<file path="src/rtl/window_gen_3x3.sv">
// window_gen_3x3: streaming 3x3 sliding-window generator feeding the 9-tap MAC.
// Ports: clk/rst (sync, active-high); in_valid/in_ready/in_sof/in_pixel raster pixel input;
//        out_valid/out_ready window handshake; px0..px8 window (row-major, px8 newest); out_x/out_y centre; out_last.
// Latency: window visible the cycle after its px8 pixel is accepted; in_ready drops while a window is stalled.
module window_gen_3x3 #(
  parameter int PIX_W = 8,
  parameter int IMG_W = 64,
  parameter int IMG_H = 64,
  localparam int XW = $clog2(IMG_W),
  localparam int YW = $clog2(IMG_H)
) (
  input  logic             clk,
  input  logic             rst,
  input  logic             in_valid,
  output logic             in_ready,
  input  logic             in_sof,
  input  logic [PIX_W-1:0] in_pixel,
  output logic             out_valid,
  input  logic             out_ready,
  output logic [PIX_W-1:0] px0,
  output logic [PIX_W-1:0] px1,
  output logic [PIX_W-1:0] px2,
  output logic [PIX_W-1:0] px3,
  output logic [PIX_W-1:0] px4,
  output logic [PIX_W-1:0] px5,
  output logic [PIX_W-1:0] px6,
  output logic [PIX_W-1:0] px7,
  output logic [PIX_W-1:0] px8,
  output logic [XW-1:0]    out_x,
  output logic [YW-1:0]    out_y,
  output logic             out_last
);

  // Line memories: lb0 holds the previous row, lb1 the row before that.
  // Not reset: a location is always rewritten before it can reach a valid window.
  logic [PIX_W-1:0] lb0 [IMG_W];
  logic [PIX_W-1:0] lb1 [IMG_W];

  logic [XW-1:0]    x_cnt;
  logic [YW-1:0]    y_cnt;
  logic [XW-1:0]    cx;
  logic [YW-1:0]    cy;
  logic             accept;
  logic             x_end;
  logic             y_end;
  logic [PIX_W-1:0] top;
  logic [PIX_W-1:0] mid;

  assign in_ready = !out_valid || out_ready;
  assign accept   = in_valid && in_ready;

  // Start-of-frame forces the current pixel to (0,0) regardless of the counters.
  assign cx    = in_sof ? '0 : x_cnt;
  assign cy    = in_sof ? '0 : y_cnt;
  assign x_end = (cx == XW'(IMG_W - 1));
  assign y_end = (cy == YW'(IMG_H - 1));

  // Read happens in the same cycle as the write below (read-before-write).
  assign top = lb1[cx];
  assign mid = lb0[cx];

  always_ff @(posedge clk) begin
    if (accept && !rst) begin
      lb1[cx] <= mid;
      lb0[cx] <= in_pixel;
    end
  end

  always_ff @(posedge clk) begin
    if (rst) begin
      x_cnt     <= '0;
      y_cnt     <= '0;
      out_valid <= 1'b0;
      out_last  <= 1'b0;
      out_x     <= '0;
      out_y     <= '0;
      px0 <= '0; px1 <= '0; px2 <= '0;
      px3 <= '0; px4 <= '0; px5 <= '0;
      px6 <= '0; px7 <= '0; px8 <= '0;
    end else if (accept) begin
      px0 <= px1; px1 <= px2; px2 <= top;
      px3 <= px4; px4 <= px5; px5 <= mid;
      px6 <= px7; px7 <= px8; px8 <= in_pixel;

      if (x_end) begin
        x_cnt <= '0;
        y_cnt <= y_end ? '0 : cy + YW'(1);
      end else begin
        x_cnt <= cx + XW'(1);
        y_cnt <= cy;
      end

      // Only fully interior neighbourhoods are emitted; the first two rows and
      // columns would otherwise expose stale line-memory data.
      out_valid <= (cx >= XW'(2)) && (cy >= YW'(2));
      out_x     <= cx - XW'(1);
      out_y     <= cy - YW'(1);
      out_last  <= x_end && y_end;
    end else if (out_ready) begin
      out_valid <= 1'b0;
    end
  end

endmodule
</file>
<file path="config.mk">
export PLATFORM = sky130hd
export DESIGN_NAME = window_gen_3x3
export DESIGN_NICKNAME = d
export VERILOG_FILES = /design/src/rtl/window_gen_3x3.sv
export SDC_FILE = /design/constraint.sdc
export NUM_CORES = 1
export LEC_CHECK = 0
export CORE_MARGIN = 2
export CORE_UTILIZATION = 40
export DETAILED_ROUTE_END_ITERATION = 6
export SLEW_MARGIN = 30
export SYNTH_ARGS = -nofsm -noshare
export SYNTH_HDL_FRONTEND = slang
export SYNTH_SLANG_ARGS = --single-unit
</file>
<file path="constraint.sdc">
create_clock -name clk -period 9.55 [get_ports clk]
set_clock_uncertainty 0.05 [all_clocks]
set_input_delay 1.91 -clock clk [delete_from_list [all_inputs] [get_ports clk]]
set_output_delay 1.91 -clock clk [all_outputs]
set_load 0.005 [all_outputs]
</file>
==> impl_results.md <==
* Status: finished, violations left
* Failing checks: DRC
* Diode count at 0
* TritonRoute pass-1 iters at 7
* Mapped Area at 0.0440 sq mm
* Number of synthesized flops with an enable pin at 1024
* DR vias at 27.6k
* Largest net degree at the start of global routing at 131
* Largest family of logic cells by synthesized area: compound AO/OA/AOI/OAI gates
* Die H at 336 um
* # setup viols final at 0
* Worst reg2reg setup slack at 4.21 ns
* VDD IR max at 180 uV
* Routed vias/inst at 6.20
* Fin. max-slew vios at 0
* Hold Vio Cnt, Final at 0
* Synth cell types at 84
* Synth Area in Compound Gates at 0.104
* Worst Hold Launch: px3[7]
* 1st-iter DRT viols at 4246
* Synth Net Count at 2811
* Final hold slack at 0.405 ns
* Root Buffer Master: clkbuf_16
* Nets@finish at 2961
* Ys Warns at 0
* Mux share of post-synthesis cell area at 0.0720
* Layout area overhead at 15.4%
* WS Path Type: in2reg
* Post-CTS Setup Bufs at 0
* RSZ-0062 raised after global routing: no
* First-pass GRT wire length at 203000 um
* Post-synth top flop: edfxtp_1
* Largest cells by area after synthesis: edfxtp_1 (70%), mux2i_1 (5.1%), dfxtp_1 (4.5%)
* Total wire length at 146000 um
* Kind of start point of the critical path: input pin
* # clock sinks at 1122
* Share of the synthesized area in the top cell type at 0.700
* Clock slew at reported path FFs at 0.06 ns
* Die width at 336 um
* Gr usage total at 0.255
* Post-synthesis simple-gate area fraction at 0.0538
* Clk_lat worst skew at 0.71 ns
* CTS tree: done
* Core region area at 0.109 sq mm
* GPL Wtd Cong at 0.964
* CTS Hold Buffers Added at 0
* Reg2reg path depth at 9
* Crit path time final at 5.70 ns
* CP Capture Type: register
* Dominant cell type by area after synthesis: edfxtp_1
* Antenna-violating nets left at 0
* H-tree depth at 3
* Die area at 0.113 sq mm
* Tcrit/Tclk final at 0.597
* Power Dens Cells at 208 mW/mm^2
* Remaining global-route overflow at 0
* Initial antenna violation count at 7
* CP required at 9.71 ns
* Num rows at 121
* Worst path arrival time at 5.86 ns
* Max_cap viols at 0
* R2r endpoint: lb1[42][5]
* Port Buffers at 99
* Slew @ Worst Pin at 1.12 ns
* Mapped Avg Cell Area at 15.7 sq um
* Vias in the first global route at 26.3k
* Most common cell in the netlist: edfxtp_1
* CP Max Fanout at 64
* Reg-to-Reg Start: x_cnt[0]
* Remaining DRCs at 11
* CTS buffer count at 112
* Maximum clock rate at 0.175 GHz
* DP HPWL at 87600 um
* Leak at 15.9 nW
* Ys async rst share at 0
* Synth Area in Adders at 0.00171
* Initial core utilization at 0.403
* Max Root-Sink Buffers at 3
* Yosys reg bits at 1122
* Filler cells at 9350
* Worst Hold Class: reg2reg
* Setup TNS Final at 0 ns
* WL/cell at 32.8 um
* Relative slew slack at 0.247
* # IOs at 100
* Cells after synthesis at 2792
* Synth cell count leaders: edfxtp_1 (1024), mux2i_1 (224), nand2_1 (217)
* Hold Path End: px3[7]
* Cts repair resizes at 0
* Layout cells sized above 1 at 0.139
* Sequential area share after synthesis at 0.744
* Hold depth at 2
* XOR/XNOR Fraction of Synth Area at 0.00139
==> critical path: stages <==
cell,delay [ns]
buf_4,0.50
buf_4,0.49
and2b_1,0.25
inv_1,0.56
o32ai_1,0.19
a21o_1,0.20
o21ai_0,0.38
nor4bb_1,0.58
nand2_4,0.61
==> flip-flops by register name, summed over array words and instances, names as in the netlist, 8 cells and up <==
signal	flops
px8	8
px1	8
lb0	512
px5	8
px6	8
px3	8
px2	8
px7	8
lb1	512
px0	8
px4	8
==> metrics by stage <==
step | instance area, sq um | worst slack (ns) | power [mW] | utilization | instances
global placement | 46800 | 2.95 | 6.04 | 0.430 | 4242
detailed placement | 46800 | 3.24 | 6.06 | 0.430 | 4242
floorplan | 44000 | 4.73 | 5.79 | - | 2792
global route | 50700 | 3.67 | 10.8 | 0.465 | 4453
CTS | 50700 | 3.98 | 10.6 | 0.465 | 4453
finish | 50700 | 3.85 | 10.5 | 0.465 | 4453
==> layer usage <==
metal  part of all wire  up-vias  GRT usage
met5            0.00021        -          0
met4              0.047        4      0.114
met3               0.11      320     0.0510
met2               0.45     1859      0.392
met1               0.39    14000      0.352
li1                   -    11400          -
==> placed cells by master (no fill, tap or decap), types with 15 or more instances in the layout <==
cell type        Yosys  layout
o22a_1              19      19
a222oi_1            23      23
nand3_1             17      16
buf_4               26     129
mux2i_1            224     224
clkbuf_16            0     116
clkdlybuf4s50_1      0      89
edfxtp_1          1024    1024
o22ai_1             73      73
nor3_1              25      24
a22o_1              28      28
dfxtp_1             98      95
clkinv_2             0      25
bufinv_16            0      17
a21oi_1            191     191
a221oi_1            23      23
mux4_2              22      22
o21ai_0             75      74
nor2_1             125     123
clkbuf_1            83      16
mux2_2              38      38
a22oi_1             58      58
clkinv_1             0      22
nand2_1            217     210
a32oi_1             15      15
nand3b_1            37      37
a211oi_1            42      41
==> cell type report <==
type	instances	area [sq um]	area share
Multi-Input combinational cell	1468	10400	0.205
Timing Repair Buffer	229	1960	0.0386
Sequential cell	1122	32700	0.645
Tap cell	1414	1770	0.0349
Clock buffer	138	3020	0.0596
Clock inverter	73	823	0.0162
Inverter	9	33.8	0.000666
==> logic make-up (layout without fill, tap and decap cells) <==
family                   count (synthesis)  after routing
XOR/XNOR                                 7              7
AO/OA/AOI/OAI                          669            669
multiplexers                           284            284
adder cells (fa/ha/maj)                  6              6
buffers and inverters                  202            449
AND/OR/NAND/NOR                        502            502
flip-flops                            1122           1122
==> where the power goes <==
| group | internal [mW] | total [mW] | switching, mW |
|---|---|---|---|
| clock | 2.71 | 4.59 | 1.88 |
| combinational | 0.149 | 0.522 | 0.373 |
| sequential | 5.41 | 5.44 | 0.0304 |
| total | 8.26 | 10.5 | 2.29 |
==> worst max-delay path by stage <==
stage	from	to	slack, ns	cells after the start
2_1_floorplan	in_sof	lb1[0][2]	4.73	10
3_3_place_gp	in_sof	lb1[60][6]	2.95	9
3_5_place_dp	in_sof	lb1[24][0]	3.24	8
4_1_cts	in_sof	lb1[25][0]	3.98	8
5_1_grt	in_sof	lb1[29][0]	3.67	9
6_report	in_sof	lb1[29][0]	3.85	9
(Power assumes the default switching activity.)
